==> src/rtl/uart_rx_frame_parser.sv <==
// uart_rx_frame_parser: drains the Rx FIFO, parses SOF/LEN/payload/CHK frames,
// streams payload bytes on valid/ready and reports per-frame status.
module uart_rx_frame_parser #(
  parameter logic [7:0] SOF_BYTE    = 8'hA5,
  parameter int         MAX_LEN     = 64,
  parameter int         TIMEOUT_CYC = 48_000
) (
  input  logic        i_clk,
  input  logic        i_rst_n,
  input  logic        i_fifo_empty,
  input  logic [7:0]  i_fifo_dout,
  output logic        o_fifo_rd_en,
  output logic [7:0]  o_m_data,
  output logic        o_m_valid,
  input  logic        i_m_ready,
  output logic        o_m_last,
  output logic        o_frame_done,
  output logic        o_frame_ok,
  output logic [1:0]  o_err_code,
  output logic [15:0] o_err_cnt
);
  localparam int LW = $clog2(MAX_LEN + 1);
  localparam int TW = (TIMEOUT_CYC > 1) ? $clog2(TIMEOUT_CYC) : 1;
  typedef enum logic [1:0] {HUNT, LEN, PAYLOAD, CHK} state_t;
  state_t        r_state, w_state_nx;
  logic          r_rd_en, r_pend, r_valid, r_last, r_done, r_ok;
  logic [7:0]    r_data, r_sum;
  logic [1:0]    r_err, w_err;
  logic [15:0]   r_err_cnt;
  logic [LW-1:0] r_len_rem;
  logic [TW-1:0] r_to_cnt;
  logic          w_sample, w_stall, w_timeout, w_pop, w_len_bad, w_end, w_load;

  // r_pend marks the cycle in which the popped byte is on i_fifo_dout
  assign w_sample  = r_pend;
  assign w_stall   = r_valid & ~i_m_ready;
  assign w_timeout = (r_state != HUNT) & ~w_sample & (r_to_cnt == TW'(TIMEOUT_CYC - 1));
  assign w_pop     = ~i_fifo_empty & ~r_rd_en & ~r_pend & ((r_state != PAYLOAD) | ~w_stall);
  assign w_len_bad = (i_fifo_dout == 8'd0) | (32'(i_fifo_dout) > MAX_LEN);
  assign w_load    = w_sample & (r_state == PAYLOAD);

  always_comb begin
    w_state_nx = r_state;
    w_end = 1'b0;
    w_err = 2'd0;
    if (w_timeout) begin
      w_state_nx = HUNT;
      w_end = 1'b1;
      w_err = 2'd3;
    end else if (w_sample) begin
      case (r_state)
        HUNT:    w_state_nx = (i_fifo_dout == SOF_BYTE) ? LEN : HUNT;
        LEN: begin
          w_state_nx = w_len_bad ? HUNT : PAYLOAD;
          w_end = w_len_bad;
          w_err = w_len_bad ? 2'd1 : 2'd0;
        end
        PAYLOAD: w_state_nx = (r_len_rem == LW'(1)) ? CHK : PAYLOAD;
        default: begin
          w_state_nx = HUNT;
          w_end = 1'b1;
          w_err = (i_fifo_dout == r_sum) ? 2'd0 : 2'd2;
        end
      endcase
    end
  end

  always_ff @(posedge i_clk or negedge i_rst_n) begin
    if (!i_rst_n) r_state <= HUNT;
    else r_state <= w_state_nx;
  end

  always_ff @(posedge i_clk or negedge i_rst_n) begin
    if (!i_rst_n) begin
      r_rd_en   <= 1'b0;
      r_pend    <= 1'b0;
      r_to_cnt  <= '0;
      r_len_rem <= '0;
      r_sum     <= 8'd0;
      r_valid   <= 1'b0;
      r_data    <= 8'd0;
      r_last    <= 1'b0;
      r_done    <= 1'b0;
      r_ok      <= 1'b0;
      r_err     <= 2'd0;
      r_err_cnt <= 16'd0;
    end else begin
      r_rd_en  <= w_pop;
      r_pend   <= r_rd_en;
      // backpressure freezes the inter-byte timer
      r_to_cnt <= (r_state == HUNT || w_sample || w_timeout) ? '0 : w_stall ? r_to_cnt : r_to_cnt + 1'b1;
      if (w_sample && r_state == LEN) begin
        r_len_rem <= LW'(i_fifo_dout);
        r_sum     <= i_fifo_dout;
      end
      if (w_load) begin
        r_len_rem <= r_len_rem - 1'b1;
        r_sum     <= r_sum + i_fifo_dout;
      end
      r_valid <= w_load | w_stall;
      if (w_load) begin
        r_data <= i_fifo_dout;
        r_last <= (r_len_rem == LW'(1));
      end else if (w_timeout) r_last <= 1'b0;
      r_done <= w_end;
      if (w_end) begin
        r_ok  <= (w_err == 2'd0);
        r_err <= w_err;
      end
      if (w_end && w_err != 2'd0 && r_err_cnt != 16'hFFFF) r_err_cnt <= r_err_cnt + 1'b1;
    end
  end

  assign o_fifo_rd_en = r_rd_en;
  assign o_m_data     = r_data;
  assign o_m_valid    = r_valid;
  assign o_m_last     = r_last;
  assign o_frame_done = r_done;
  assign o_frame_ok   = r_ok;
  assign o_err_code   = r_err;
  assign o_err_cnt    = r_err_cnt;
endmodule
==> config.mk <==
export PLATFORM = sky130hd
export DESIGN_NAME = uart_rx_frame_parser
export DESIGN_NICKNAME = d
export VERILOG_FILES = /design/src/rtl/uart_rx_frame_parser.sv
export SDC_FILE = /design/constraint.sdc
export NUM_CORES = 1
export LEC_CHECK = 0
export CAP_MARGIN = 40
export CORE_ASPECT_RATIO = 0.9
export CORE_MARGIN = 3
export CORE_UTILIZATION = 60
export CTS_BUF_LIST = sky130_fd_sc_hd__clkbuf_8 sky130_fd_sc_hd__clkbuf_16
export CTS_CLUSTER_DIAMETER = 80
export DETAILED_ROUTE_END_ITERATION = 10
export PLACE_DENSITY_LB_ADDON = 0.05
export SLEW_MARGIN = 20
export SYNTH_ARGS = -nofsm -noshare
export SYNTH_HDL_FRONTEND = slang
export SYNTH_SLANG_ARGS = --single-unit
==> constraint.sdc <==
create_clock -name i_clk -period 3.89 [get_ports i_clk]
set_clock_uncertainty 0.05 [all_clocks]
set_input_delay 0.778 -clock i_clk [delete_from_list [all_inputs] [get_ports i_clk]]
set_output_delay 0.778 -clock i_clk [all_outputs]
set_load 0.05 [all_outputs]
==> results.sh <==
export IMPL_status="finished, final reports clean"
export IMPL_ff2ff_setup_slack_ns=1.37
export IMPL_drv_slew=0
export IMPL_antenna_found_initial=0
export IMPL_total_of_buffers_placed_on_input_and_output_ports=42
export IMPL_io_pins=43
export IMPL_synth_yosys_seq_area_share_pct=47.0
export IMPL_crit_buf_inv=1
export IMPL_worstSetupStartpoint="i_fifo_dout[4]"
export IMPL_layout_worst_path_cycle_share_pct=76.8
export IMPL_netlist_area_leader_share_pct=47.0
export IMPL_max_vdd_ir_drop_uv=561
export IMPL_final_area_um2=4200
export IMPL_top_count_cell_post_synth="sky130_fd_sc_hd__dfrtp_1"
export IMPL_starting_drc_count_in_detailed_routing=213
export IMPL_cpPeakStageDelay_ns=0.55
export IMPL_post_route_cells_drive_above_1_share_pct=7.69
export IMPL_cts_hold_buffers_added=0
export IMPL_post_route_drc_count=0
export IMPL_via_count_of_the_first_global_routing_pass=2755
export IMPL_r2r_end="o_err_cnt[11]"
export IMPL_number_of_hold_violations_in_the_final_report=0
export IMPL_row_count=25
export IMPL_cpMaxStageDelayCell="sky130_fd_sc_hd__clkdlybuf4s50_1"
export IMPL_worst_r2r_startpoint="r_to_cnt[0]"
export IMPL_route_detailed_wl_per_inst_um=16.0
export IMPL_number_of_nets_with_antenna_violations_after_routing=0
export IMPL_largest_net_degree_at_the_start_of_global_routing=30
export IMPL_setup_viol=0
export IMPL_numPlacedInstances=467
export IMPL_routed_wl_um=7710
export IMPL_routed_via_count=2849
export IMPL_clock_tree_from_tritoncts="built"
export IMPL_leakage_uw=0.00182
export IMPL_timing_critical_path_to="o_err_cnt[12]"
export IMPL_clock_latency_ns=0.35
export IMPL_worst_slew_pin_slew_ns=0.822
export IMPL_vias_cell=5.90
export IMPL_synth_distinct_cells=47
export IMPL_grt_util_all_layers_pct=25.6
export IMPL_fin_util_pct=77.6
export IMPL_syn_nets=391
export IMPL_timing_critical_path_required_ns=4.08
export IMPL_worstSetupStartpointType="primary input"
export IMPL_netlist_top_cells_count="sky130_fd_sc_hd__dfrtp_1, sky130_fd_sc_hd__nand2_1, sky130_fd_sc_hd__nor2_1, sky130_fd_sc_hd__o21ai_0, sky130_fd_sc_hd__nand3_1"
export IMPL_core_um2=5410
export IMPL_dpl_cell_area_um2=3950
export IMPL_post_layout_nonfiller_instances=483
export IMPL_synthesis_area_per_instance_um2=9.43
export IMPL_critical_path_top_delay_family="simple AND/OR/NAND/NOR gates"
export IMPL_place_hpwl_um=5400
export IMPL_synth_async_sr_flop_share_pct=100
export IMPL_die_h_um=78.0
export IMPL_worstPathCellList="clkdlybuf4s50_1 > ha_1 > nor3_1 > a31oi_1 > a21oi_1 > nand2_1 > nand4_1 > mux2_2"
export IMPL_h_tree_depth=3
export IMPL_cts_setup_buffers=0
export IMPL_final_fill_count=355
export IMPL_numCtsBuffers=9
export IMPL_global_route_wire_length_before_repair_um=13300
export IMPL_worst_hold_path_type="primary input to asynchronous set/reset pin"
export IMPL_ctsRootBufferMaster="sky130_fd_sc_hd__clkbuf_8"
export IMPL_time_the_worst_path_needs_with_i_o_delays_and_setup_ns=2.99
export IMPL_synth_top_area_cell="sky130_fd_sc_hd__dfrtp_1"
export IMPL_critical_path_depth=8
export IMPL_clkTransAtPathRegs_ns=0.08
export IMPL_ys_warnings_count=0
export IMPL_area_of_all_sequential_standard_cells_um2=1630
export IMPL_path_class="primary input to flip-flop"
export IMPL_rsz0062_at_grt="false"
export IMPL_multi_input_comb_area_um2=1710
export IMPL_timing_fmax_mhz=335
export IMPL_number_of_gates_given_a_new_drive_strength_after_cts=0
export IMPL_element_type_at_the_critical_path_end="flip-flop"
export IMPL_die_ar_um2=6710
export IMPL_arrival_ns=3.18
export IMPL_design_final_nets=435
export IMPL_drt_pre_antenna_iters=5
export IMPL_rr_worst_depth=7
export IMPL_powerDensity_nw_per_um2=636
export IMPL_maxCapViolCount=0
export IMPL_antennaDiodeCount=0
export IMPL_globalplace_congestion=0.827
export IMPL_cts_num_sinks=65
export IMPL_die_width_um=86.0
export IMPL_synth_edff_count=0
export IMPL_dominant_register_cell_in_the_synthesized_netlist="sky130_fd_sc_hd__dfrtp_1"
export IMPL_area_growth_syn_to_layout_pct=21.4
export IMPL_mapped_area_um2=3460
export IMPL_initial_core_util_pct=63.9
export IMPL_synth_area_top_cells="sky130_fd_sc_hd__dfrtp_1, sky130_fd_sc_hd__nand2_1, sky130_fd_sc_hd__xnor2_1"
export IMPL_synthesis_instances=367
export IMPL_max_slew_margin_rel_pct=45.1
export IMPL_globalRouteOverflowTotal=0
export IMPL_tns_ns=0
export IMPL_yosys_register_bits=65
export IMPL_critPathMaxFanout=6
export IMPL_clockBufferDepth=2
==> where the power goes <==
| part | total (uW) | switching, uW | internal, uW |
|---|---|---|---|
| logic | 1000 | 640 | 363 |
| registers | 954 | 123 | 831 |
| clock network | 718 | 284 | 433 |
| total | 2670 | 1050 | 1630 |
==> worst register-to-register path, cell delays in order, from the launching register on <==
cell and delay [ns]:
sky130_fd_sc_hd__dfrtp_1 0.40, sky130_fd_sc_hd__ha_1 0.22, sky130_fd_sc_hd__nand3_1 0.12, sky130_fd_sc_hd__nor4_1 0.50
sky130_fd_sc_hd__a21oi_1 0.22, sky130_fd_sc_hd__a21oi_2 0.45, sky130_fd_sc_hd__nor4b_4 0.31, sky130_fd_sc_hd__xor2_1 0.17
==> cells by family (layout without fill, tap and decap cells) <==
kind of cell | after synthesis | count (layout) | synth area share, %
AND/OR/NAND/NOR | 157 | 157 | 23.1
AO/OA/AOI/OAI | 67 | 67 | 12.1
flip-flops | 65 | 65 | 47.0
XOR/XNOR | 32 | 32 | 8.10
buffers and inverters | 29 | 78 | 3.44
adder cells (fa/ha/maj) | 12 | 12 | 4.56
multiplexers | 5 | 5 | 1.66
==> sequential cells by signal, indices dropped and copies added (netlist names) <==
name	count
o_frame_ok	1
r_pend	1
o_frame_done	1
o_m_data	8
o_err_code	2
o_err_cnt	16
o_m_valid	1
r_sum	8
r_state	2
o_fifo_rd_en	1
r_to_cnt	16
o_m_last	1
r_len_rem	7
==> layout make-up <==
type	instances	share of cell area, %
Clock inverter	7	3.04
Multi-Input combinational cell	273	40.8
Sequential cell	65	38.7
Inverter	16	1.43
Clock buffer	9	2.95
Tap cell	67	2.00
Timing Repair Buffer	46	11.1
==> how the worst min path moves through the flow <==
stage,from,to,slack [ns]
global placement,o_fifo_rd_en,r_pend,0.35
detailed placement,o_fifo_rd_en,r_pend,0.35
finish,i_rst_n,o_m_data[3],0.29
global route,i_rst_n,r_len_rem[0],0.29
CTS,i_rst_n,o_m_data[3],0.29
floorplan,r_sum[0],r_sum[0],0.40
==> per-stage QoR <==
step | worst slack (ns) | total power (uW) | hold slack (ns)
6_report | 0.901 | 2670 | 0.291
3_3_place_gp | 0.676 | 1910 | 0.354
4_1_cts | 0.917 | 2690 | 0.285
2_1_floorplan | 1.36 | 1650 | 0.404
5_1_grt | 0.677 | 2840 | 0.294
3_5_place_dp | 0.588 | 1950 | 0.349
==> routing by layer <==
layer	GRT usage, %	wire length, um
met3	7.35	444
met2	39.0	3490
met1	35.7	3620
met4	7.91	164
met5	0	0
==> placed cells by master, fill, tap and decap left out, drive strengths merged, types with 4 or more instances in the layout <==
| master | instances |
|---|---|
| dfrtp | 65 |
| nand2 | 52 |
| clkdlybuf4s50 | 41 |
| nor2 | 31 |
| o21ai | 25 |
| nand3 | 19 |
| a21oi | 19 |
| xnor2 | 18 |
| inv | 17 |
| xor2 | 14 |
| ha | 11 |
| clkbuf | 9 |
| nor3 | 9 |
| nand2b | 8 |
| nand4 | 8 |
| nor2b | 5 |
| or3 | 5 |
| buf | 5 |
| nand4b | 4 |
| nor4 | 4 |
| a21o | 4 |
| and3 | 4 |
(Power assumes the default switching activity.)
